$ cat config.mk
export PLATFORM = sky130hd
export DESIGN_NAME = mem_arbiter
export DESIGN_NICKNAME = d
export VERILOG_FILES = /design/src/rtl/mem_arb_pkg.sv /design/src/rtl/mem_arbiter.sv
export SDC_FILE = /design/constraint.sdc
export NUM_CORES = 1
export LEC_CHECK = 0
export CORE_MARGIN = 8
export CORE_UTILIZATION = 42
export CTS_BUF_LIST = sky130_fd_sc_hd__clkbuf_4
export DETAILED_ROUTE_END_ITERATION = 10
export PLACE_DENSITY = 0.83
export SYNTH_ARGS = -nofsm -noshare
export SYNTH_HDL_FRONTEND = slang
export SYNTH_SLANG_ARGS = --single-unit
$ cat constraint.sdc
create_clock -name clk -period 2.5 [get_ports clk]
set_clock_uncertainty 0.15 [all_clocks]
set_input_delay 0.25 -clock clk [delete_from_list [all_inputs] [get_ports clk]]
set_output_delay 0.25 -clock clk [all_outputs]
set_load 0.03 [all_outputs]
$ cat src/rtl/mem_arb_pkg.sv
// mem_arb_pkg: shared state encoding, default widths and port ids for mem_arbiter
package mem_arb_pkg;
  typedef enum logic [1:0] {IDLE, ACCESS, RESP} state_t;
  localparam int AW_DEF = 16;
  localparam int DW_DEF = 16;
  localparam logic PORT0 = 1'b0;
  localparam logic PORT1 = 1'b1;
endpackage

$ cat src/rtl/mem_arbiter.sv
// mem_arbiter: two-port (fetch/data) arbiter onto a single-cycle memory, one transaction per 3 cycles
module mem_arbiter
  import mem_arb_pkg::*;
#(
  parameter int AW = AW_DEF,
  parameter int DW = DW_DEF,
  parameter int FIX_PRIO = 0
) (
  input  logic          clk,
  input  logic          rst_n,
  input  logic          p0_req,
  input  logic [AW-1:0] p0_addr,
  output logic          p0_ack,
  output logic [DW-1:0] p0_rdata,
  input  logic          p1_req,
  input  logic          p1_we,
  input  logic [AW-1:0] p1_addr,
  input  logic [DW-1:0] p1_wdata,
  output logic          p1_ack,
  output logic [DW-1:0] p1_rdata,
  output logic          mem_MemWrite,
  output logic [AW-1:0] mem_addr,
  output logic [DW-1:0] mem_write_data,
  input  logic [DW-1:0] mem_read_data
);
  state_t state, state_nx;
  logic cmd_id, cmd_we, last, pick, start;
  logic [AW-1:0] cmd_addr;
  logic [DW-1:0] cmd_wdata;
  always_comb begin
    start = state == IDLE && (p0_req || p1_req);
    pick = (p0_req && p1_req) ? ((FIX_PRIO != 0) ? PORT0 : ~last) : p1_req;
    state_nx = start ? ACCESS : state == ACCESS ? RESP : IDLE;
  end
  always_ff @(posedge clk or negedge rst_n) begin
    if (!rst_n) state <= IDLE;
    else state <= state_nx;
  end
  // last starts at port 1 so that port 0 wins the first tie
  always_ff @(posedge clk or negedge rst_n) begin
    if (!rst_n) begin
      cmd_id <= PORT0;
      cmd_we <= 1'b0;
      cmd_addr <= '0;
      cmd_wdata <= '0;
      last <= PORT1;
      p0_rdata <= '0;
      p1_rdata <= '0;
    end else begin
      if (start) begin
        cmd_id <= pick;
        cmd_we <= pick & p1_we;
        cmd_addr <= pick ? p1_addr : p0_addr;
        cmd_wdata <= pick ? p1_wdata : '0;
        last <= pick;
      end
      if (state == ACCESS && cmd_id == PORT1) p1_rdata <= mem_read_data;
      if (state == ACCESS && cmd_id == PORT0) p0_rdata <= mem_read_data;
    end
  end
  // rst_n gates the strobe so a reset mid-access can never commit a write
  assign mem_MemWrite = rst_n && state == ACCESS && cmd_id == PORT1 && cmd_we;
  assign mem_addr = cmd_addr;
  assign mem_write_data = cmd_wdata;
  assign p0_ack = state == RESP && cmd_id == PORT0;
  assign p1_ack = state == RESP && cmd_id == PORT1;
endmodule

# Yosys cells after proc, flatten, opt, wreduce, memory -nomap -nowiden
# Index checks and enable logic that the tools add are counted.
[op_classes] n_eq_ne=2 muxes=5 bitwise=3 reduce_logical=11
[op_table] op="$mux W16" count=2
[op_table] op="$logic_and A1 B1 Y1" count=9
[op_table] op="$mux W2" count=2
[op_table] op="$eq A2 B1 Y1 const B" count=1
[op_table] op="$eq A2 B2 Y1 const B" count=1
[op_table] op="$logic_not A2 Y1" count=1
[op_table] op="$not A1 Y1" count=2
[op_table] op="$and A1 B1 Y1" count=1
[op_table] op="$logic_or A1 B1 Y1" count=1
[op_table] op="$mux W1" count=1
[word_totals] register_bits=69

# Longest topological paths before layout
[logic_depth] ltp_word=4 ltp_mapped=5 ltp_nobuf=3

# Worst setup path before layout
# Ideal clock, no wire load.
[synth_timing] path_kind="register to output" start="register state[0]" end="output port mem_MemWrite" arrival_ns=1.357 t_required_ns=2.100 path_slack_ns=0.743 stages_incl_launch_ff=5 path_buffers=1 cell_sequence="dfrtp_1 nor2b_2 nand2_2 buf_2 nor2_1"
[synth_via] elab_chain_cells=4
[synth_lines] element="from (decl)" line="mem_arbiter.sv:26" rtl="state_t state, state_nx;"
[synth_lines] element="from (signal assigned)" line="mem_arbiter.sv:37" rtl="else state <= state_nx;"
[synth_lines] element="$eq A2 B1 Y1" line="mem_arbiter.sv:62" rtl="assign mem_MemWrite = rst_n && state == ACCESS && cmd_id == PORT1 && cmd_we;"
[synth_lines] element="$logic_and A1 B1 Y1 (3 in a row)" line="mem_arbiter.sv:62"
[synth_lines] element="to (decl)" line="mem_arbiter.sv:21" rtl="output logic mem_MemWrite,"
# Every way passes these cells.

# Worst setup path after layout
# Ends and elaborated chain as after synthesis.

==> metrics <==
Finished Cell Area ~4400 sq um; largest net degree at the start of global routing 70; DR pass1 iterations 4; Worst path depth 4; critical path required time 2.10 ns; fill cell count 515; synth unique cells 22; Largest stage delay, worst path 0.70 ns; remaining global-route overflow 0; Final GP Congestion 0.724; H-tree levels 3; max_cap viols 0; hold depth 2; Hold Path End mem_write_data[0]$_DFFE_PN0P_; RSZ-0062 raised after global routing false; GRT Total Usage 15.8%; critical path endpoint category primary output; crit path launch type register; setup total negative slack 0 ns; final setup fails 0; Yosys reg bits 69; CTS tree built; YS warnings 0; Synth Instances 173; core area 6640 sq um; number of diodes 0; worst min-delay path class primary input to register; status completed; area grow syn2layout 58.0%; final core occ 66.8%; Max Freq 426 MHz; worst setup path class register to primary output; # hold bufs at CTS 1; Pint 3.87 mW; IO Count between 100 and 150; Clk pwr share between 10% and 20%; flop2flop setup slack 0.72 ns; final net count around 390; first-pass GRT wire length 12000 um; HPWL after detailed placement ~5400 um; Starting Density 42.3%; worst-skew pair later-pin latency ~0.39 ns; DIE HEIGHT 97.8 um; syn_area_per_cell 16.2 sq um; critical path arrival between 1.5 and 2 ns; min cycle time layout 2.35 ns; Bufs on Longest Clock Path 2; sequential share of power 31.4%; Sw Share 39.3%; CTS sink count 69; initial antenna violation count 0; most frequent cells in the layout clkdlybuf4s50_1 (134), dfrtp_1 (68), mux2_2 (54); reg2reg path depth 4; crit-path max FO 5; die width 97.8 um; Reg clk slew, reported paths approximately 0.11 ns; final hold viol count 0; crit-path cells nor2b_2, nand2_2, nor2_1, clkdlybuf4s50_1; WL final slightly above 7000 um; net switching power about 2.5 mW; final worst-path cycle share 93.9%; CTS root buffer clkbuf_4; commonest non-fill, non-tap cell in the layout clkdlybuf4s50_1; Num CTS Buffers 9; Slew Viols, Final 0; worst path buffer plus inverter count 1; mapped cell area 2810 sq um; Top Family by Delay on Critical Path buffers and inverters; IR drop worst, VDD 766 uV; setup repair bufs after CTS 0; Worst Max-Slew Pin Slew between 0.8 and 0.9 ns; part of the Yosys area used for sequential elements between 60 and 70%; final antenna-violating net count 0; Cell Area, Placed approximately 4200 sq um; leak pwr 1.91 nW; reg2reg end mem_addr[4]$_DFFE_PN0P_; vias 1961; crit path max-delay cell type clkdlybuf4s50_1; die area between 9000 and 10000 sq um; area of the multi-input gates 1010 sq um; vias in the first global route 2283; DRC violations left 0; worst r2r src last$_DFFE_PN1P_; Sequential Area 1730 sq um; hold wc startpoint p1_wdata[0]; syn_nets 242; logic gate share of total power between 50% and 60%; DR WL/cell about 18 um; port bufs 135; Slew HR 42.4%; Rows 30; Power Dens Cells 1440 nW/um^2; Vias/cell around 4.9; CTS-repair resized insts 0; initial DRC count 57; share of cells above drive strength 1 27.9%
cell usage after synthesis, drive strengths merged:
cell type	n	area, sq um
inv	1	3.75
nor2b	2	15.0
dfrtp	68	1700
nand2	2	10.0
a21bo	1	10.0
nor3b	1	7.51
nor3	1	16.3
mux2	64	758
dfstp	1	26.3
clkbuf	2	7.51
a22o	17	149
o21ai	1	8.76
and3b	1	8.76
a21o	2	15.0
nor2	2	7.51
buf	7	62.6
registers in the layout, summed over array words and instances (netlist names):
name            cells
cmd_we              1
last                1
p0_rdata           16
cmd_id              1
state               2
p1_rdata           16
mem_addr           16
mem_write_data     16
worst max-delay path by stage:
stage,startpoint,to,slack [ns]
after global routing,state[0]$_DFF_PN0_,mem_MemWrite,0.008
after detailed placement,p1_req,mem_addr[1]$_DFFE_PN0P_,0.47
final,state[0]$_DFF_PN0_,mem_MemWrite,0.15
after CTS,state[0]$_DFF_PN0_,mem_MemWrite,0.10
after global placement,p1_req,mem_addr[1]$_DFFE_PN0P_,0.49
after floorplan,state[0]$_DFF_PN0_,mem_MemWrite,0.74
layout make-up:
| class | instances | area share (%) |
|---|---|---|
| sequential | 69 | 39.0 |
| timing repair buffer | 143 | 32.0 |
| multi-input combinational | 94 | 22.7 |
| clock inverter | 6 | 2.28 |
| tap | 80 | 2.26 |
| clock buffer | 10 | 1.69 |
| inverter | 1 | 0.0846 |
routing by layer:
metal | vias to the layer above | share of wire (%) | global-route usage (%)
li1 | 912 | - | -
met4 | 0 | 1.5 | 6.12
met2 | 81 | 49 | 26.3
met5 | - | 0 | 0
met1 | 957 | 42 | 17.9
met3 | 11 | 7.2 | 6.12
cells by family after synthesis:
group	count (synthesis)	share of synthesized area (%)
buffers and inverters	10	2.63
flip-flops	69	61.5
AND/OR/NAND/NOR	9	2.32
AO/OA/AOI/OAI	21	6.51
multiplexers	64	27.0
power groups by stage:
stage | logic (mW) | clock network [mW] | registers (mW)
after CTS | 3.54 | 0.908 | 2.01
after detailed placement | 3.53 | 0 | 2.02
final | 3.48 | 0.888 | 2.00
after global routing | 3.66 | 0.968 | 2.08
after global placement | 3.47 | 0 | 2.00
after floorplan | 1.03 | 0 | 3.03
stage by stage:
stage / setup slack [ns] / power (mW) / hold WS [ns] / cells
finish: 0.152 / 6.37 / 0.289 / 403
global route: 0.00781 / 6.71 / 0.273 / 403
CTS: 0.101 / 6.45 / 0.269 / 403
detailed placement: 0.466 / 5.55 / 0.341 / 386
global placement: 0.488 / 5.47 / 0.337 / 386
floorplan: 0.743 / 4.06 / -0.196 / 173
No activity file was read; power rests on OpenSTA's default activity.
==> RTL edit (config.mk and constraints unchanged) <==
Change the package constant `DW_DEF` from 16 to 14.
--- a/src/rtl/mem_arb_pkg.sv
+++ b/src/rtl/mem_arb_pkg.sv
@@ -2,7 +2,7 @@
 package mem_arb_pkg;
   typedef enum logic [1:0] {IDLE, ACCESS, RESP} state_t;
   localparam int AW_DEF = 16;
-  localparam int DW_DEF = 16;
+  localparam int DW_DEF = 14;
   localparam logic PORT0 = 1'b0;
   localparam logic PORT1 = 1'b1;
 endpackage
Ports: changed (5 resized); port bits go from 136 to 126. The function was not compared with the original's and may differ.
==> RTL edit against the original RTL <==
- count of clock-buffer cells in the layout decreased by 1
- first-iteration DRC count fell by 3.5%
- worst setup slack improved by 0.14 ns
- clock power down 21%
- wire length is 9.6% lower
- non-clock buffer count shrank 10
- synthesized area fell by 7.5%
- combinational power shrank 8.9%
- sequential cell count decreased by 6
- power is 11% lower
- final area shrank 8.2%
- worst hold slack improved by 0.0055 ns
- critical endpoint is now p0_ack
- synthesized cell count fell by 6.9%
==> RTL edit: results (changes against the original RTL) <==
* Outcome: completed
* Antenna cells at 0 (unchanged)
* Routability cong. at 0.692 (-4.3%)
* First-pass GRT wire length at 10,400 um (-13%)
* Post-synthesis sequential area ratio at 60.8% (-0.77 points)
* Compound-cell area share of the yosys netlist at 6.36% (-0.14 points)
* Max stage delay on crit path at 0.72 ns (+0.02 ns)
* End of the worst hold path: mem_write_data[13]$_DFFE_PN0P_
* Syn Nets at 226 (-6.6%)
* Logic power comb at 0.00317 W (-8.9%)
* Net Sw Power at 0.00232 W (-7.2%)
* Fillcell total at 478 (-7.2%)
* Worst-Margin Slew at 0.782 ns (-0.0816 ns)
* P_leak at 1.76 nW (-7.4%)
* CTS clk-pin slew, worst paths at 0.11 ns (about the same)
* Total number of vias at 1,836 (-6.4%)
* Seq. pwr at 0.00183 W (-9%)
* R2r setup slk at 0.60 ns (-0.12 ns)
* Fin nets at 361 (-6.7%)
* Largest net degree at the start of global routing at 64 (-8.6%)
* Post-synth top cells: 62 x dfrtp_1, 48 x mux2_2, 15 x a22o_1
* DR vias/cell at 4.88 (+0.35%)
* Port bufs at 125 (-7.4%)
* Placed cell area at 3920 um^2 (-7.8%)
* Pre-CTS WS at 0.374 ns (-0.0923 ns)
* Detailed Place HPWL at 5040 um (-6.1%)
* Max reg flops at 16
* Reg-to-reg endpoint: mem_addr[3]$_DFFE_PN0P_
* H-tree depth at 3 (unchanged)
* WL final at 6570 um (-9.6%)
* Syn Inst Count at 161 (-6.9%)
* CP delay by family, top: buffers and inverters
* WP data arrival at 1.80 ns (-0.15 ns)
* Hold Path Origin: p1_wdata[13]
* Synth top area cells: dfrtp_1 60%, mux2_2 21%, mux2_4 5.8%, a22o_1 5.1%, dfstp_2 1.0%
* Worst vdd ir at 0.000873 V (+14%)
* Total GRT Usage at 15.0% (-0.77 points)
* Pwr dens at 1400 nW/um^2 (-2.6%)
* Vias in the first global route at 2,064 (-9.6%)
* Starting DRT DRC Count at 55 (-3.5%)
* Layout cells sized above 1 at 28.9% (+1.0 points)
* Post-CTS Setup Inserts at 0 (unchanged)
* Synth unique cells at 22 (unchanged)
* Mux contribution to synthesized area at 27.5% (+0.46 points)
* Crit. Startpoint: state[1]$_DFF_PN0_
* Hold WS at 0.294 ns (+0.00548 ns)
[RTL edit: final cells by class]
| class | instances | area [um^2] | area share (%) |
|---|---|---|---|
| clock buffer | 9 | 67.6 | 1.66 |
| tap | 75 | 93.8 | 2.31 |
| clock inverter | 7 | 72.6 | 1.78 |
| sequential | 63 | 1580 | 38.8 |
| inverter | 1 | 3.75 | 0.0922 |
| timing repair buffer | 133 | 1310 | 32.2 |
| multi-input combinational | 88 | 943 | 23.2 |
[RTL edit: worst max path at each step]
stage	endpoint	slack, ns
final	p0_ack	0.30
after detailed placement	mem_addr[0]$_DFFE_PN0P_	0.37
after global routing	p0_ack	0.19
after CTS	mem_MemWrite	0.04
after floorplan	mem_MemWrite	0.77
after global placement	mem_addr[3]$_DFFE_PN0P_	0.40
[RTL edit: layer usage]
metal  vias up  routed length (um)  GRT usage, %
met2        86                3030          22.9
met1       888                2660          17.9
li1        858                   -             -
met5         -                   0             0
met4         0                  37          4.29
met3         4                 849          8.17
